`src/rtl/fetch_pkg.sv`:
```
// Shared types for the instruction-fetch sequencer: FSM states and byte-lane indexing.
package fetch_pkg;
  typedef enum logic [1:0] {
    FETCH = 2'd0,
    HOLD  = 2'd1,
    FAULT = 2'd2
  } state_e;

  localparam int INSTR_BYTES = 4;

  typedef logic [1:0] lane_t;
endpackage

```
`src/rtl/fetch_byte_assembler.sv`:
```
// Builds a 32-bit big-endian word one byte at a time; lane 0 is the most significant byte.
module fetch_byte_assembler
  import fetch_pkg::*;
(
  input  logic        clk,
  input  logic        rst,
  input  logic        load,
  input  lane_t       lane,
  input  logic [7:0]  data,
  output logic [31:0] word
);

  always_ff @(posedge clk) begin
    if (rst) begin
      word <= '0;
    end else if (load) begin
      case (lane)
        2'd0:    word[31:24] <= data;
        2'd1:    word[23:16] <= data;
        2'd2:    word[15:8]  <= data;
        default: word[7:0]   <= data;
      endcase
    end
  end

endmodule

```
`src/rtl/fetch_sequencer.sv`:
```
// Instruction-fetch controller: walks four ROM bytes per instruction, hands the word to
// decode over valid/ready, follows redirects and faults on fetches past the ROM end.
module fetch_sequencer
  import fetch_pkg::*;
#(
  parameter int ADDRESS_WIDTH = 32,
  parameter int DATA_WIDTH    = 8,
  parameter int ROM_BYTES     = 28,
  parameter int RESET_PC      = 0
) (
  input  logic                     clk_i,
  input  logic                     rst_i,
  output logic [ADDRESS_WIDTH-1:0] rom_addr_o,
  input  logic [DATA_WIDTH-1:0]    rom_data_i,
  output logic [31:0]              instr_o,
  output logic [ADDRESS_WIDTH-1:0] pc_o,
  output logic                     instr_valid_o,
  input  logic                     instr_ready_i,
  input  logic                     redirect_i,
  input  logic [ADDRESS_WIDTH-1:0] redirect_pc_i,
  output logic                     fetch_err_o
);

  state_e                   state_q, state_d;
  lane_t                    cnt_q, cnt_d;
  logic [ADDRESS_WIDTH-1:0] pc_d;
  logic                     valid_d, err_d, load;
  logic [ADDRESS_WIDTH:0]   last_byte;
  logic                     out_of_range;

  assign rom_addr_o = pc_o + ADDRESS_WIDTH'(cnt_q);

  // One extra bit so a PC near the top of the address space cannot wrap into range.
  assign last_byte    = {1'b0, pc_o} + (ADDRESS_WIDTH+1)'(INSTR_BYTES - 1);
  assign out_of_range = last_byte >= (ADDRESS_WIDTH+1)'(ROM_BYTES);

  always_comb begin
    state_d = state_q;
    cnt_d   = cnt_q;
    pc_d    = pc_o;
    valid_d = instr_valid_o;
    err_d   = fetch_err_o;
    load    = 1'b0;

    case (state_q)
      FETCH: begin
        if (out_of_range) begin
          state_d = FAULT;
          err_d   = 1'b1;
        end else begin
          load  = 1'b1;
          cnt_d = cnt_q + 2'd1;
          if (cnt_q == 2'd3) begin
            valid_d = 1'b1;
            state_d = HOLD;
          end
        end
      end
      HOLD: begin
        if (instr_ready_i) begin
          pc_d    = pc_o + ADDRESS_WIDTH'(INSTR_BYTES);
          valid_d = 1'b0;
          state_d = FETCH;
        end
      end
      FAULT: begin
        valid_d = 1'b0;
        err_d   = 1'b1;
      end
      default: state_d = FETCH;
    endcase

    // A redirect overrides everything; a same-cycle handshake still completes upstream.
    if (redirect_i) begin
      pc_d    = {redirect_pc_i[ADDRESS_WIDTH-1:2], 2'b00};
      cnt_d   = '0;
      valid_d = 1'b0;
      err_d   = 1'b0;
      state_d = FETCH;
      load    = 1'b0;
    end
  end

  always_ff @(posedge clk_i) begin
    if (rst_i) begin
      state_q       <= FETCH;
      cnt_q         <= '0;
      pc_o          <= ADDRESS_WIDTH'(RESET_PC);
      instr_valid_o <= 1'b0;
      fetch_err_o   <= 1'b0;
    end else begin
      state_q       <= state_d;
      cnt_q         <= cnt_d;
      pc_o          <= pc_d;
      instr_valid_o <= valid_d;
      fetch_err_o   <= err_d;
    end
  end

  fetch_byte_assembler u_asm (
    .clk  (clk_i),
    .rst  (rst_i),
    .load (load),
    .lane (cnt_q),
    .data (rom_data_i[7:0]),
    .word (instr_o)
  );

endmodule

```
`config.mk`:
```
export PLATFORM = sky130hd
export DESIGN_NAME = fetch_sequencer
export DESIGN_NICKNAME = d
export VERILOG_FILES = /design/src/rtl/fetch_pkg.sv /design/src/rtl/fetch_byte_assembler.sv /design/src/rtl/fetch_sequencer.sv
export SDC_FILE = /design/constraint.sdc
export NUM_CORES = 1
export LEC_CHECK = 0
export CAP_MARGIN = 20
export CORE_MARGIN = 2
export CORE_UTILIZATION = 45
export CTS_CLUSTER_SIZE = 12
export DETAILED_ROUTE_END_ITERATION = 12
export GPL_ROUTABILITY_DRIVEN = 0
export PLACE_DENSITY = 0.81
export RECOVER_POWER = 25
export SYNTH_ARGS = -nofsm -noshare
export SYNTH_HDL_FRONTEND = slang
export SYNTH_HIERARCHICAL = 1
export SYNTH_SLANG_ARGS = --single-unit
```
`constraint.sdc`:
```
create_clock -name clk_i -period 3 [get_ports clk_i]
set_input_delay 0.3 -clock clk_i [delete_from_list [all_inputs] [get_ports clk_i]]
set_output_delay 0.3 -clock clk_i [all_outputs]
set_load 0.005 [all_outputs]
```
== Word-level counts from Yosys, hierarchy flattened ==
Index checks and enable logic that the tools add are counted.
Storage, ports and cells
  bits in registers: 70
  input bits: 44
  word-level logic and storage cells: 62
  output and inout bits: 98
Operators by class
  reductions and logical operators: 18
  magnitude comparators: 1
  bitwise logic cells: 3
  add/subtract/negate cells: 4
  multiplexer cells: 16
  equal/unequal tests: 10
Operators with widths (number)
  32-bit 2-to-1 mux: 3
  32-bit by 2-bit adder with 33-bit output, second input constant: 1
  33-bit by 5-bit greater-or-equal comparator with 1-bit output, second input constant: 1
  32-bit by 2-bit adder with 32-bit output: 1
  32-bit by 3-bit adder with 32-bit output, second input constant: 1
  2-bit AND reduction: 8
  2-bit != test, second input constant: 4
  1-bit 2-to-1 mux: 7
  2-bit equality test, second input constant: 3
  2-bit 2-to-1 mux: 3
  2-bit case mux with 3 select lines: 1
  2-bit nonzero test: 3
  2-bit by 1-bit equality test with 1-bit output, second input constant: 2
  2-bit logical NOT: 2
  4-bit AND reduction: 1
  3-bit != test, second input constant: 1
  1-bit inverter: 3
  1-bit case mux with 3 select lines: 1
  3-bit AND reduction: 1
  3-bit nonzero test: 1
  3-bit OR reduction: 1
  2-bit by 1-bit adder with 2-bit output, second input constant: 1
  1-bit case mux with 2 select lines: 1
  2-bit OR reduction: 1

== Longest topological paths before layout ==
Gate-level depths: netlist (run 1).
  depth after elaboration: 6
  gate-level depth with buffers: 9
  mapped depth without buffers: 7

== By module ==
Netlist (run 1), hierarchy kept.
By module, submodules not included
  fetch_sequencer: seq. area each 720.7 sq um, area an instance 2580.0 sq um, times used 1, cells each 331
  fetch_byte_assembler: seq. area each 640.6 sq um, area an instance 1282.5 sq um, times used 1, cells each 116

== Worst setup path before layout (run 1) ==
No wires, ideal clock.
  path type: reg2reg
  from: register pc_o[14]
  to: register u_asm.word[24]
  stages on the path, launching flop included: 10
  arrival: 2.246 ns
  library setup time: 0.124 ns
  setup slack: 0.630 ns
  buffers on the path: 3
  required time: 2.876 ns
  period minus slack after synthesis: 2.370 ns
  cell sequence: dfxtp_1 > buf_6 > nor4_1 > nand4_1 > or3_1 > clkbuf_1 > nor2_1 > or3b_1 > buf_2 > mux2i_1
On the way
  longest elaborated chain between the ends: 6
Ends and longest elaborated chain
  start: declaration: RTL line fetch_sequencer.sv:16  | output logic [ADDRESS_WIDTH-1:0] pc_o,
  start signal: assignment: RTL line fetch_sequencer.sv:88  | pc_o <= ADDRESS_WIDTH'(RESET_PC);
  start signal: assignment: RTL line fetch_sequencer.sv:94  | pc_o <= pc_d;
  32-bit by 2-bit adder with 33-bit output: RTL line fetch_sequencer.sv:34  | assign last_byte = {1'b0, pc_o} + (ADDRESS_WIDTH+1)'(INSTR_BYTES - 1);
  33-bit by 5-bit greater-or-equal comparator with 1-bit output: RTL line fetch_sequencer.sv:35  | assign out_of_range = last_byte >= (ADDRESS_WIDTH+1)'(ROM_BYTES);
  1-bit 2-to-1 mux: RTL line fetch_sequencer.sv:47  | if (out_of_range) begin
  1-bit 2-to-1 mux: RTL line fetch_sequencer.sv:45  | case (state_q)
  1-bit 2-to-1 mux: RTL line fetch_sequencer.sv:74  | if (redirect_i) begin
  net load: RTL line fetch_sequencer.sv:27  | logic valid_d, err_d, load;
  2-bit AND reduction (no line)
  end signal: assignment: RTL line fetch_byte_assembler.sv:18  | 2'd0: word[31:24] <= data;
  end: declaration: RTL line fetch_byte_assembler.sv:10  | output logic [31:0] word
The timed path passes the listed nets, and every way through them passes these cells.
A chain may end at the register's enable or synchronous reset.

== Worst setup path in the final report (run 1) ==
  from: register pc_o[15]
  to: register u_asm.word[7]
The elaborated chain is that of the path after synthesis.

==> out/results.ini, run 1 <==
[yosys]
synth_top_area_share_pct = 35.2
async_flop_share_pct = 0
syn_inst = 447
synth_most_common_cell = dfxtp_1
avgSynthCellArea_um2 = 8.64
netlist_top_cells_count = dfxtp_1, nand2b_1, mux2i_1
synth_area_leader_cell = dfxtp_1
synth-seq-area-share_pct = 35.2
ys_seq_elements = 68
synth.distinct_cells = 54
netlist_top_cells_area = dfxtp_1, mux2i_1, nand2b_1
synth_edf_count = 0
synth-main-ff-cell = dfxtp_1
yosys_warnings = 6
synth_area_um2 = 3860

[setup_path]
r2r_cells = 7
arrival_ns = 3.02
start_kind = flip-flop
r2r_start = pc_o[15]$_SDFFE_PP0P_
path_class = flip-flop to flip-flop
r2r-end = u_asm/word[7]$_SDFFE_PP0P_
rrSetupSlack_ns = 0.24
cp_max_fo = 8
setup.worst_path.end_class = flip-flop
worstPathRequired_ns = 3.26

[timing]
period_minus_slack_ns = 2.76
slew_headroom_pct = 33.1
rsz0062_at_grt = no
setup_viol = 0
min_period_over_period_pct = 91.9
max_freq_mhz = 363
hold_viol_final = 0
tightest_slew_ns = 1.00
tns_ns = 0
clock_skew_ns = 0.00824
drv_slew = 0

[clock_tree]
post_cts_resized = 0
htreeDepth = 3
cts_setup_buffers = 0
cts_buffers = 9
cts-hold-fix-buffers = 0
clk_pin_slew_ns = 0.08
clk_path_buf_depth = 2
clockRootBuffer = clkbuf_8
clock_latency_ns = 0.35
cts_sinks = 68
cts_tree = yes

[status]
outcome = completed

[grt]
grt_use_total_pct = 23.5
grt_max_degree = 44
antenna_found_initial = 0
grt-ovfl-total = 0
grt_pass1_wl_um = 18200
first_global_vias = 3633

[die]
pin_count = 142
start_util_pct = 46.8
die-area_um2 = 9340
die_h_um = 96.6
die_w_um = 96.6
core_um2 = 8260
num_rows = 33

[routing]
first_pass_iters = 5
vias = 3807
drt_wl_total_um = 11300
drt_iter0_drc = 331
route.detailed.drc = 0
antenna_left = 0
vias_per_cell = 5.79
wire_per_inst_um = 17.2

[hold_path]
worstHoldStart = u_asm/word[8]$_SDFFE_PP0P_
hold_end = u_asm/word[8]$_SDFFE_PP0P_
hold_path_class = flip-flop to flip-flop
hold_depth = 2

[placement]
dp_hpwl_um = 8170
port_buffers = 137

[cells_and_area]
syn_to_final_growth_pct = 36.3
fillers = 698
utilization_pct = 63.8
nets = 597
antenna-diode-count = 0
drive_gt1_share_pct = 5.43

[power]
power_density_nw_per_um2 = 390
ir_drop_uv = 329
leakage_nw = 2.12

[job]
cap_violations = 0

## routing by layer
layer	share of wire (%)	track usage, %	routed length [um]	up-vias
li1	-	-	-	1793
met1	39	27.9	4460	1814
met2	51	41.5	5760	187
met3	8.3	7.30	940	13
met4	1.2	5.63	131	0
met5	0	0	0	-
## worst max-delay path by stage
stage,slack [ns],from,end,depth (start not counted)
5_1_grt,0.16,pc_o[15]$_SDFFE_PP0P_,u_asm/word[7]$_SDFFE_PP0P_,7
6_report,0.24,pc_o[15]$_SDFFE_PP0P_,u_asm/word[7]$_SDFFE_PP0P_,7
4_1_cts,0.35,pc_o[15]$_SDFFE_PP0P_,u_asm/word[7]$_SDFFE_PP0P_,7
3_3_place_gp,0.43,pc_o[15]$_SDFFE_PP0P_,u_asm/word[24]$_SDFFE_PP0P_,6
3_5_place_dp,0.37,pc_o[15]$_SDFFE_PP0P_,u_asm/word[7]$_SDFFE_PP0P_,7
2_1_floorplan,0.63,pc_o[14]$_SDFFE_PP0P_,u_asm/word[24]$_SDFFE_PP0P_,9
## stage by stage
step                      instances  power [mW]  setup WS, ns  hold WS [ns]  cell area (um2)
after floorplan                 448        1.16         0.630         0.445             3870
after global placement          641        1.32         0.435         0.461             5080
after detailed placement        641        1.32         0.375         0.464             5080
after CTS                       657        2.07         0.352         0.482             5270
after global routing            657        2.13         0.159         0.496             5270
final                           657        2.06         0.242         0.477             5270
## critical path, stage by stage (launching register included)
cell     delay (ns)
dfxtp_1        0.40
nor4_1         0.43
nand4_1        0.28
or3_1          0.51
nor2_1         0.17
buf_4          0.15
nand3_1        0.40
mux2i_1        0.32
## flip-flops by register name, summed over array words and instances (netlist names)
signal         flops
u_asm/word        32
pc_o              30
cnt_q              2
state_q            2
fetch_err_o        1
instr_valid_o      1
## power breakdown
part           internal, mW  switching [mW]  total, mW  leakage [nW]
Sequential            0.932          0.0581      0.990         0.555
Combinational         0.192           0.124      0.315          1.46
Clock                 0.384           0.366      0.750        0.0962
Total                  1.51           0.548       2.06          2.12
## cells in the final DEF (no fill, tap or decap), types with 4 or more instances in the layout
master / synthesis / routed
a2111oi_0: 5 / 5
nand2_1: 25 / 25
a311oi_1: 6 / 6
nor2_1: 28 / 28
clkbuf_8: 0 / 9
nand3_1: 16 / 16
xor2_1: 4 / 4
dlygate4sd3_1: 0 / 39
nor3_1: 8 / 8
xnor2_1: 6 / 6
nand4_1: 12 / 12
or3_1: 6 / 6
a21oi_1: 10 / 10
nor2b_1: 5 / 5
buf_4: 32 / 7
a211oi_1: 12 / 12
clkdlybuf4s50_1: 0 / 97
o211ai_1: 5 / 5
or4_1: 6 / 6
and4_1: 10 / 10
ha_1: 6 / 6
o21ai_0: 8 / 8
dfxtp_1: 68 / 68
mux2i_1: 34 / 34
nor4_1: 16 / 16
nand2b_1: 40 / 40
inv_1: 16 / 16
## cells by family after synthesis
group	synth area share, %
compound gates	12.2
xor+xnor	2.27
mux	8.81
simple gates	28.9
fa+ha+maj	1.94
other cells	0.0971
buf+inv	10.6
flops	35.2
## cell type report
class / instances / area, um2 / share of cell area, %
inverter: 16 / 60.1 / 1.14
multi-input combinational: 307 / 2100 / 39.8
sequential: 68 / 1360 / 25.9
timing repair buffer: 145 / 1420 / 27.0
clock buffer: 10 / 128 / 2.42
clock inverter: 6 / 65.1 / 1.24
tap: 105 / 131 / 2.50
Power figures use the tool's default switching activity.
==> run 2, diff against run 1 <==
--- a/config.mk
+++ b/config.mk
@@ -6,8 +6,8 @@
 export NUM_CORES = 1
 export LEC_CHECK = 0
 export CAP_MARGIN = 20
-export CORE_MARGIN = 2
 export CORE_UTILIZATION = 45
+export CTS_CLUSTER_DIAMETER = 50
 export CTS_CLUSTER_SIZE = 12
 export DETAILED_ROUTE_END_ITERATION = 12
 export GPL_ROUTABILITY_DRIVEN = 0
==> out/results.ini, run 2 (synthesized netlist as in run 1, its figures left out) <==
[status]
outcome = completed  ; unchanged

[grt]
antenna_found_initial = 0  ; unchanged
grt_use_total_pct = 25.5  ; was 23.5%
grt_max_degree = 49  ; was 44
grt-ovfl-total = 0  ; unchanged
first_global_vias = 3617  ; was 3633
grt_pass1_wl_um = 17800  ; was 18200 um

[cells_and_area]
syn_to_final_growth_pct = 36.9  ; was 36.3%
largest_reg_flops = 32  ; unchanged
antenna-diode-count = 0  ; unchanged
nets = 599  ; was 597
top_regs = u_asm/word (32), pc_o (30)  ; unchanged
layout_commonest_cell = clkdlybuf4s50_1  ; unchanged
final_cell_mix = clkdlybuf4s50_1, dfxtp_1, nand2b_1, dlygate4sd3_1, mux2i_1  ; unchanged
largest-register = u_asm/word  ; unchanged
drive_gt1_share_pct = 5.96  ; was 5.43%

[setup_path]
arrival_ns = 2.97  ; was 3.02 ns
path_class = flip-flop to flip-flop  ; unchanged
r2r_start = pc_o[14]$_SDFFE_PP0P_  ; was pc_o[15]$_SDFFE_PP0P_
r2r-end = u_asm/word[2]$_SDFFE_PP0P_  ; was u_asm/word[7]$_SDFFE_PP0P_
r2r_cells = 7  ; unchanged
cp_max_fo = 8  ; unchanged
start_kind = flip-flop  ; unchanged
setup.worst_path.end_class = flip-flop  ; unchanged
worstPathRequired_ns = 3.27  ; was 3.26 ns
startpoint = pc_o[14]$_SDFFE_PP0P_  ; was pc_o[15]$_SDFFE_PP0P_
rrSetupSlack_ns = 0.30  ; was 0.24 ns

[clock_tree]
cts_tree = yes  ; unchanged
clock_latency_ns = 0.35  ; about the same
htreeDepth = 3  ; unchanged
cts_setup_buffers = 0  ; unchanged
clk_path_buf_depth = 2  ; unchanged
cts_sinks = 68  ; unchanged
post_cts_resized = 0  ; unchanged
cts-hold-fix-buffers = 0  ; unchanged
cts_buffers = 9  ; unchanged
clk_pin_slew_ns = 0.08  ; about the same
clockRootBuffer = clkbuf_8  ; unchanged

[timing]
max_freq_mhz = 371  ; was 363 MHz
drv_slew = 0  ; unchanged
min_period_over_period_pct = 89.9  ; was 91.9%
period_minus_slack_ns = 2.70  ; was 2.76 ns
setup_viol = 0  ; unchanged
rsz0062_at_grt = no  ; unchanged
worst_slack_ns = 0.302  ; was 0.242 ns
tns_ns = 0  ; unchanged
slew_headroom_pct = 11.8  ; was 33.1%
clock_skew_ns = 0.0133  ; was 0.00824 ns
hold_viol_final = 0  ; unchanged
tightest_slew_ns = 1.32  ; was 1.00 ns

[die]
num_rows = 33  ; unchanged
die_h_um = 94.6  ; was 96.6 um
die-area_um2 = 8960  ; was 9340 um2
core_um2 = 8260  ; unchanged
die_w_um = 94.6  ; was 96.6 um
pin_count = 142  ; unchanged
start_util_pct = 46.8  ; unchanged

[job]
cap_violations = 0  ; unchanged

[hold_path]
worstHoldStart = u_asm/word[11]$_SDFFE_PP0P_  ; was u_asm/word[8]$_SDFFE_PP0P_
hold_depth = 2  ; unchanged
hold_end = u_asm/word[11]$_SDFFE_PP0P_  ; was u_asm/word[8]$_SDFFE_PP0P_
hold_path_class = flip-flop to flip-flop  ; unchanged

[routing]
wire_per_inst_um = 17.2  ; about the same
vias_per_cell = 5.75  ; was 5.79
drt_wl_total_um = 11300  ; about the same
drt_iter0_drc = 277  ; was 331
vias = 3792  ; was 3807
first_pass_iters = 5  ; unchanged
antenna_left = 0  ; unchanged
route.detailed.drc = 0  ; unchanged

[placement]
dp_slack_ns = 0.399  ; was 0.375 ns
dp_hpwl_um = 8010  ; was 8170 um
port_buffers = 137  ; unchanged

[power]
leakage_nw = 2.13  ; was 2.12 nW
power_density_nw_per_um2 = 396  ; was 390 nW/um2
ir_drop_uv = 219  ; was 329 uV

run 2: changes by cell type in the layout (fill, tap and decap cells not counted):
cell             change
clkdlybuf4s50_1      +2
dlygate4sd3_1        -2
inv_6                +2
buf_4                +2
clkinvlp_4           -1
clkbuf_1             -1
run 2: stage by stage:
step / hold slack (ns) / utilization [%] / total power, mW / cell area [um2] / instances
2_1_floorplan: 0.445 / - / 1.16 / 3870 / 448
3_3_place_gp: 0.459 / 61.7 / 1.32 / 5090 / 643
3_5_place_dp: 0.460 / 61.7 / 1.33 / 5090 / 643
4_1_cts: 0.480 / 64.1 / 2.09 / 5290 / 659
5_1_grt: 0.506 / 64.0 / 2.17 / 5290 / 659
6_report: 0.477 / 64.0 / 2.09 / 5290 / 659
run 2: worst max-delay path by stage:
stage | end | slack, ns | depth (start not counted)
5_1_grt | u_asm/word[3]$_SDFFE_PP0P_ | 0.17 | 7
3_3_place_gp | u_asm/word[24]$_SDFFE_PP0P_ | 0.43 | 6
4_1_cts | u_asm/word[2]$_SDFFE_PP0P_ | 0.36 | 7
2_1_floorplan | u_asm/word[24]$_SDFFE_PP0P_ | 0.63 | 9
6_report | u_asm/word[2]$_SDFFE_PP0P_ | 0.30 | 7
3_5_place_dp | u_asm/word[25]$_SDFFE_PP0P_ | 0.40 | 6
run 2: power by group:
| part | switching [mW] | internal (mW) | total (mW) |
|---|---|---|---|
| sequential | 0.0562 | 0.932 | 0.988 |
| clock | 0.395 | 0.390 | 0.785 |
| combinational | 0.126 | 0.194 | 0.320 |
| total | 0.578 | 1.52 | 2.09 |
run 2: layout make-up:
cell class / instances / area [um2]
Inverter: 16 / 60.1
Clock buffer: 9 / 124
Clock inverter: 7 / 75.1
Tap cell: 105 / 131
Multi-Input combinational cell: 307 / 2100
Timing Repair Buffer: 147 / 1440
Fill cell: 709 / 2970
Sequential cell: 68 / 1360
run 2: layer usage:
layer | wire length (um) | vias up | share of wire, % | GRT usage, %
met3 | 825 | 28 | 7.3 | 6.04
met1 | 4570 | 1793 | 40 | 30.6
met2 | 5700 | 170 | 50 | 43.9
met5 | 0 | - | 0 | 0
met4 | 229 | 0 | 2.0 | 9.34
li1 | - | 1801 | - | -
run 2: worst max-delay path: stages, from the launching register on:
cell and delay, ns:
dfxtp_1 0.42, nor4_1 0.40, nand4_1 0.27, or3_1 0.52, nor2_1 0.16, buf_4 0.15
nand3_1 0.41, mux2i_1 0.29
